$ cat config.mk
export PLATFORM = sky130hd
export DESIGN_NAME = mem_access_unit
export DESIGN_NICKNAME = d
export VERILOG_FILES = /design/src/rtl/mem_access_unit.sv
export SDC_FILE = /design/constraint.sdc
export NUM_CORES = 1
export LEC_CHECK = 0
export CORE_MARGIN = 2
export CORE_UTILIZATION = 40
export CTS_CLUSTER_DIAMETER = 120
export CTS_CLUSTER_SIZE = 14
export DETAILED_ROUTE_END_ITERATION = 10
export DONT_BUFFER_PORTS = 1
export GPL_ROUTABILITY_DRIVEN = 1
export PLACE_DENSITY = 0.65
export SYNTH_ARGS = -nofsm -noshare
export SYNTH_HDL_FRONTEND = slang
export SYNTH_SLANG_ARGS = --single-unit
$ cat constraint.sdc
create_clock -name clk -period 2.8 [get_ports clk]
set_input_delay 0.56 -clock clk [delete_from_list [all_inputs] [get_ports clk]]
set_output_delay 0.56 -clock clk [all_outputs]
set_load 0.01 [all_outputs]
$ cat src/rtl/mem_access_unit.sv
// MEM-stage data access: drives a valid/ready data-memory transaction,
// steers store lanes, extends load data and stalls the pipeline while busy.
module mem_access_unit #(
   parameter int unsigned TIMEOUT_CYCLES = 16
) (
   input  logic        clk,
   input  logic        reset,
   input  logic        mem_read_m,
   input  logic        mem_write_m,
   input  logic [2:0]  funct3_m,
   input  logic [31:0] alu_result_m,
   input  logic [31:0] write_data_m,
   output logic        dmem_req,
   output logic        dmem_we,
   output logic [31:0] dmem_addr,
   output logic [3:0]  dmem_be,
   output logic [31:0] dmem_wdata,
   input  logic        dmem_ready,
   input  logic [31:0] dmem_rdata,
   output logic [31:0] read_data_m,
   output logic        stall_m,
   output logic        misaligned_m,
   output logic        timeout_m
);

   localparam logic [7:0] TIMEOUT_LIMIT = 8'(TIMEOUT_CYCLES);

   typedef enum logic [1:0] {
      IDLE = 2'd0,
      BUSY = 2'd1,
      DONE = 2'd2
   } state_t;

   state_t      state;
   logic [7:0]  cnt;
   logic [7:0]  cnt_inc;
   logic [2:0]  f3_q;
   logic [1:0]  alo_q;

   logic        access;
   logic        fault;
   logic        is_half;
   logic        is_word;
   logic [3:0]  be_c;
   logic [31:0] wdata_c;
   logic [7:0]  byte_c;
   logic [15:0] half_c;
   logic [31:0] load_c;

   always_comb begin
      access  = mem_read_m | mem_write_m;
      is_half = (funct3_m[1:0] == 2'b01);
      is_word = (funct3_m == 3'd2);
      fault   = access & ((mem_read_m & mem_write_m)
                | (funct3_m == 3'd3) | (funct3_m == 3'd6) | (funct3_m == 3'd7)
                | (mem_write_m & (funct3_m > 3'd2))
                | (is_half & alu_result_m[0])
                | (is_word & (alu_result_m[1:0] != 2'b00)));
   end

   always_comb begin
      be_c    = 4'b1111;
      wdata_c = write_data_m;
      case (funct3_m[1:0])
         2'b00: begin
            be_c    = 4'b0001 << alu_result_m[1:0];
            wdata_c = {4{write_data_m[7:0]}};
         end
         2'b01: begin
            be_c    = alu_result_m[1] ? 4'b1100 : 4'b0011;
            wdata_c = {2{write_data_m[15:0]}};
         end
         default: ;
      endcase
   end

   always_comb begin
      byte_c = dmem_rdata[{alo_q, 3'b000} +: 8];
      half_c = alo_q[1] ? dmem_rdata[31:16] : dmem_rdata[15:0];
      case (f3_q)
         3'd0:    load_c = {{24{byte_c[7]}}, byte_c};
         3'd4:    load_c = {24'd0, byte_c};
         3'd1:    load_c = {{16{half_c[15]}}, half_c};
         3'd5:    load_c = {16'd0, half_c};
         default: load_c = dmem_rdata;
      endcase
   end

   assign cnt_inc      = cnt + 8'd1;
   assign misaligned_m = (state == IDLE) & fault;
   assign stall_m      = ((state == IDLE) & access & ~fault) | (state == BUSY);

   always_ff @(posedge clk or negedge reset) begin
      if (!reset) begin
         state       <= IDLE;
         cnt         <= '0;
         f3_q        <= '0;
         alo_q       <= '0;
         dmem_req    <= 1'b0;
         dmem_we     <= 1'b0;
         dmem_addr   <= '0;
         dmem_be     <= '0;
         dmem_wdata  <= '0;
         read_data_m <= '0;
         timeout_m   <= 1'b0;
      end else begin
         case (state)
            IDLE: begin
               timeout_m <= 1'b0;
               if (access & ~fault) begin
                  dmem_req   <= 1'b1;
                  dmem_we    <= mem_write_m;
                  dmem_addr  <= {alu_result_m[31:2], 2'b00};
                  dmem_be    <= be_c;
                  dmem_wdata <= wdata_c;
                  f3_q       <= funct3_m;
                  alo_q      <= alu_result_m[1:0];
                  cnt        <= '0;
                  state      <= BUSY;
               end
            end
            BUSY: begin
               cnt <= cnt_inc;
               // A ready on the final allowed cycle still completes normally.
               if (dmem_ready) begin
                  dmem_req  <= 1'b0;
                  timeout_m <= 1'b0;
                  if (!dmem_we) read_data_m <= load_c;
                  state     <= DONE;
               end else if (cnt_inc == TIMEOUT_LIMIT) begin
                  dmem_req  <= 1'b0;
                  timeout_m <= 1'b1;
                  if (!dmem_we) read_data_m <= '0;
                  state     <= DONE;
               end
            end
            DONE: begin
               timeout_m <= 1'b0;
               state     <= IDLE;
            end
            default: state <= IDLE;
         endcase
      end
   end

endmodule

==> results of run 1 <==
## worst max-delay path: cells and delay by family (launching register included)
family	cells	cell delay, ns
simple gates	1	0.56
buf+inv	2	0.32
compound gates	1	0.18
flops	1	0.45
## through the flow
stage	area (sq um)	setup WS [ns]	util	total power [W]	instances
3_3_place_gp	6040	0.622	0.417	0.00437	707
5_1_grt	6640	0.194	0.458	0.00698	739
3_5_place_dp	6040	0.610	0.417	0.00445	707
6_report	6640	0.321	0.458	0.00661	739
2_1_floorplan	5910	0.541	-	0.00401	548
4_1_cts	6640	0.298	0.458	0.00667	739
## kinds of logic (layout without fill, tap and decap cells)
kind of cell,after synthesis,count (layout),share of synthesized area
AO/OA/AOI/OAI,162,162,0.182
adder cells (fa/ha/maj),1,1,0.00212
AND/OR/NAND/NOR,112,112,0.0989
other,1,2,0.000635
multiplexers,92,92,0.170
XOR/XNOR,1,1,0.00148
buffers and inverters,62,69,0.0538
flip-flops,116,116,0.491
## cell type report
cell class,instances,area share
Tap cell,184,0.0347
Multi-Input combinational cell,370,0.406
Timing Repair Buffer,16,0.0200
Inverter,21,0.0119
Clock buffer,17,0.0641
Sequential cell,116,0.437
Clock inverter,15,0.0256
## Yosys cell counts, types with 9 or more instances
master,number
dfrtp_1,116
mux2_2,58
o21ai_0,57
nand2_1,46
mux2i_1,33
clkbuf_1,26
inv_1,21
a22oi_1,20
a31oi_1,17
nor2_1,16
o22ai_1,16
a21oi_1,9
## report_power, final
part,switching (W),total (W),internal [W]
Sequential,0.000748,0.00298,0.00224
Clock,0.000853,0.00219,0.00133
Combinational,0.000736,0.00144,0.000706
## sequential cells by signal (all words and copies together), names as in the netlist
signal and flops:
dmem_wdata 32, read_data_m 32, dmem_addr 30, cnt 8, dmem_be 4, f3_q 3
alo_q 2, state 2, dmem_req 1, dmem_we 1, timeout_m 1
## layer usage
layer | track usage | up-vias | part of all wire
met5 | 0 | - | 0
met2 | 0.334 | 242 | 0.48
li1 | - | 2003 | -
met3 | 0.104 | 20 | 0.12
met4 | 0.0739 | 0 | 0.019
met1 | 0.233 | 2186 | 0.38
## final timing paths
check / slack, ns / cells past startpoint / from / endpoint
min in group clk: 0.25 / 1 / dmem_ready / state[0]
min: -0.15 / 0 / reset / read_data_m[12]
min reg2reg: 0.58 / 1 / dmem_addr[20] / dmem_addr[20]
max: 0.32 / 4 / state[1] / stall_m
max in group asynchronous: 2.75 / 0 / reset / read_data_m[30]
max reg2reg: 0.62 / 4 / cnt[4] / read_data_m[2]
## cell usage in the layout, fill, tap and decap left out, types with 4 or more instances in the layout
master     count
a32oi_1        5
o21ai_0       57
nor2_1        16
and2_2         8
and3b_1        7
dfrtp_1      116
nand2b_1       5
inv_6          6
nand3_1        6
nand2_1       46
o311ai_0       5
a311o_1        8
nor3b_1        5
clkbuf_16     17
mux2i_1       33
buf_4         15
a31oi_1       17
nor2b_1        4
a21oi_1        9
o211ai_1       8
o22ai_1       16
a22oi_1       20
inv_1         21
mux2_2        58
==> metrics.cfg, run 1 <==
[status]
status=finished, violations left
violations=negative hold slack

[global_route]
grt_start_max_net_pins=117
gr-total-overflow=0
grt_pass1_wl_um=25400
grt_pass1_vias=4649
antenna_found_initial=0
grtUsageTotal=0.205

[logic_synthesis]
synth_seq_cells=116
avgSynthCellArea_sq_um=10.8
synth_cell_type_count=54
synth.top_cell.area_share=0.491
synthTopCellsByArea=dfrtp_1 49%, mux2_2 11%, mux2i_1 5.6%
synth-main-ff-cell=dfrtp_1
synth_top_cell_by_area=dfrtp_1
synth-edff-count=0
netlist_instances=547
synth_area_sq_mm=0.00591
synthArstFlopShare=1.00
ys_warn_count=0
yosysSeqAreaShare=0.491

[finish]
multiInputGateArea_sq_mm=0.00270
layout-drive-gt1-share=0.220
fillers=1336
layout.nets=647
seqCellArea_sq_mm=0.00290
antenna_cells=0
area_growth_pct=12.3

[clocking]
cts_buffer_depth=2
cts_resized=0
cts.sinks=116
cts_tree=done
cts_buffers=17
clk_pin_slew_worst_paths_ns=0.06
insertion_delay_ns=0.41
cts-htree-levels=4
cts_setup_buffers=0
root_buffer=clkbuf_16

[sta]
fin_hold_ws_ns=-0.154
post-route-min-period_ns=2.48
post-route-period-util=0.885
timing.fmax_mhz=403
rsz0062_at_grt=false
slew_violations=0
skew_ns=0.0125
relSlewSlack=0.435
tns_ns=0
worst_pin_slew_ns=0.845
hold_violations=116
finalSetupViolCount=0

[setup_path]
cpMostUsedCell=buf_4
cp_cell_sequence=or3_1 > o21ai_1 > buf_4 > buf_4
cp.arrival_ns=1.92
crit_type=flip-flop to output pin
crit_path_end_kind=output pin
startpoint_type=flip-flop
cp_max_fo=11
cpMaxStageDelayCell=or3_1
cpPeakStageDelay_ns=0.56
cp.required_ns=2.24

[detailed_routing]
wl_per_cell_um=22.0
drt-pass1-iter-count=6
drc=0
vias_per_cell=6.02
ant_nets=0
vias=4451
wl_um=16300
initialDrtViolationCount=278

[placement]
dp_hpwl_um=11600
io_buffers=0
place_congestion=0.862

[floorplanning]
coreArea_sq_mm=0.0145
dieWidth_um=126
dieHeight_um=126
start_util=0.408
io_pins=209
die_area_sq_mm=0.0158
rows=44

[worst_hold_path]
hold_path_class=input pin to asynchronous set/reset pin

[power_and_ir_drop]
vdd_drop_max_mv=0.574
power.leakage_nw=2.77
p_per_area_mw_per_mm2=996

[run]
maxCapViolations=0

(Power assumes the default switching activity.)
==> run 2: changes to the inputs <==
CORE_MARGIN = 5   (was 2)
==> run 2 against run 1 <==
Against the previous run:
- the flow still finishes with violations (negative hold slack)
- sequential cell count unchanged
- critical path depth decreased by 1
- register-to-register slack got worse by 0.08 ns
- hold slack got worse by 0.0052 ns
- clock power decreased by 5%
- count of clock-buffer cells in the layout unchanged
- total power decreased by 1.8%
- clock skew decreased by 0.0076 ns
- final cell count increased by 0.14%
- critical path type unchanged
- highest routed layer unchanged
==> metrics.cfg, run 2 (synthesis gave the netlist of run 1 again) <==
[global_route]
grt_start_max_net_pins=117  ; unchanged
antenna_found_initial=0  ; unchanged
grt_pass1_vias=4495  ; -3.3%
grt_pass1_wl_um=25700  ; +1.4%
grtUsageTotal=0.187  ; -0.0184
gr-total-overflow=0  ; unchanged

[placement]
dp_hpwl_um=12200  ; +5.6%
place_congestion=0.868  ; +0.77%
io_buffers=0  ; unchanged

[sta]
finalSetupViolCount=0  ; unchanged
worst_pin_slew_ns=1.19  ; +0.341 ns
fin_hold_ws_ns=-0.159  ; -0.00521 ns
hold_violations=116  ; unchanged
timing.fmax_mhz=425  ; +5.3%
rsz0062_at_grt=false
relSlewSlack=0.186  ; -0.249
post-route-period-util=0.841  ; -0.0442
skew_ns=0.00493  ; -0.00760 ns
post-route-min-period_ns=2.36  ; -0.124 ns
slew_violations=0  ; unchanged
tns_ns=0  ; unchanged

[status]
violations=negative hold slack
status=finished, violations left

[floorplanning]
rows=44  ; unchanged
io_pins=209  ; unchanged
start_util=0.407  ; -0.00155
dieHeight_um=132  ; +4.8%
coreArea_sq_mm=0.0145  ; +0.38%
dieWidth_um=132  ; +4.8%
die_area_sq_mm=0.0173  ; +9.8%

[setup_path]
cp.arrival_ns=1.80  ; -0.12 ns
cpMaxStageDelayCell=or3_1
crit_path_end_kind=output pin
cp.depth=3  ; -1
reg2reg_depth=4  ; unchanged
crit_start=state[1]
crit_type=flip-flop to output pin
cpPeakStageDelay_ns=0.50  ; -0.06 ns
cpLargestDelayFamily=simple AND/OR/NAND/NOR gates
reg2reg_from=alo_q[0]
cp.required_ns=2.24  ; about the same
critPathBufInv=1  ; -1
cp_cell_sequence=or3_1 > buf_4 > nor2_1
startpoint_type=flip-flop
cp_max_fo=15  ; +4

[finish]
final_cell_mix=116 x dfrtp_1, 58 x mux2_2, 57 x o21ai_0
layout.nets=648  ; +0.15%
mostFrequentLayoutCell=dfrtp_1
reg_top3=dmem_wdata: 32 flops, read_data_m: 32 flops, dmem_addr: 30 flops
layout-drive-gt1-share=0.221  ; +0.00140
area_growth_pct=11.8
antenna_cells=0  ; unchanged

[power_and_ir_drop]
p_per_area_mw_per_mm2=982  ; -1.4%
power.leakage_nw=2.77  ; -0.20%
vdd_drop_max_mv=0.447  ; -22%

[clocking]
cts_resized=0  ; unchanged
clk_pin_slew_worst_paths_ns=0.06  ; about the same
cts.sinks=116  ; unchanged
cts_buffers=17  ; unchanged
insertion_delay_ns=0.42  ; about the same
cts_tree=done
root_buffer=clkbuf_16
cts_buffer_depth=2  ; unchanged
cts-htree-levels=4  ; unchanged

[detailed_routing]
vias_per_cell=6.00  ; -0.40%
initialDrtViolationCount=205  ; -26%
wl_per_cell_um=22.3  ; +1.4%
ant_nets=0  ; unchanged
drc=0  ; unchanged
vias=4439  ; -0.27%
drt-pass1-iter-count=4  ; -2
wl_um=16500  ; +1.6%

[worst_hold_path]
hold_path_class=input pin to asynchronous set/reset pin

[run]
maxCapViolations=0  ; unchanged

run 2: path summary, 6_finish.rpt:
kind	endpoint	slack [ns]
setup / recovery	misaligned_m	0.44
hold / removal	read_data_m[5]	-0.16
setup reg to reg	read_data_m[13]	0.54
hold reg to reg	cnt[4]	0.58
max in group asynchronous	dmem_wdata[2]	2.81
min in group clk	timeout_m	0.25
run 2: report_power, final:
part | internal (W) | total [W] | switching (W)
registers | 0.00223 | 0.00303 | 0.000792
logic | 0.000695 | 0.00138 | 0.000680
clock network | 0.00124 | 0.00209 | 0.000850
run 2: per-layer routing:
layer	share of wire	wire, um	track usage	vias up
li1	-	-	-	2014
met5	0	0	0	-
met3	0.13	2160	0.104	22
met1	0.37	6150	0.208	2187
met4	0.017	279	0.0617	0
met2	0.48	7950	0.305	216
run 2: final cells by class:
cell class,instances,area (sq um)
Fill cell,1348,7930
Clock inverter,15,146
Inverter,21,78.8
Multi-Input combinational cell,370,2700
Clock buffer,17,425
Tap cell,184,230
Timing Repair Buffer,17,128
Sequential cell,116,2900
run 2: metrics by stage:
stage | std cells | worst slack, ns | power [W] | utilization | instance area (sq um)
2_1_floorplan | 548 | 0.541 | 0.00401 | - | 5910
3_3_place_gp | 708 | 0.638 | 0.00436 | 0.415 | 6040
3_5_place_dp | 708 | 0.577 | 0.00444 | 0.415 | 6040
4_1_cts | 740 | 0.410 | 0.00657 | 0.455 | 6610
5_1_grt | 740 | 0.317 | 0.00687 | 0.455 | 6610
6_report | 740 | 0.445 | 0.00649 | 0.455 | 6610
run 2: repair_timing:
item	CTS	global route
hold endpoints to repair	116	116
setup endpoints to repair	0	0
setup buffers	0	0
run 2: worst register-to-register path, cell delays in order (launching register included):
cell	delay [ns]
dfrtp_1	0.53
mux2_2	0.41
a32oi_1	0.60
a31oi_1	0.24
a311o_1	0.37
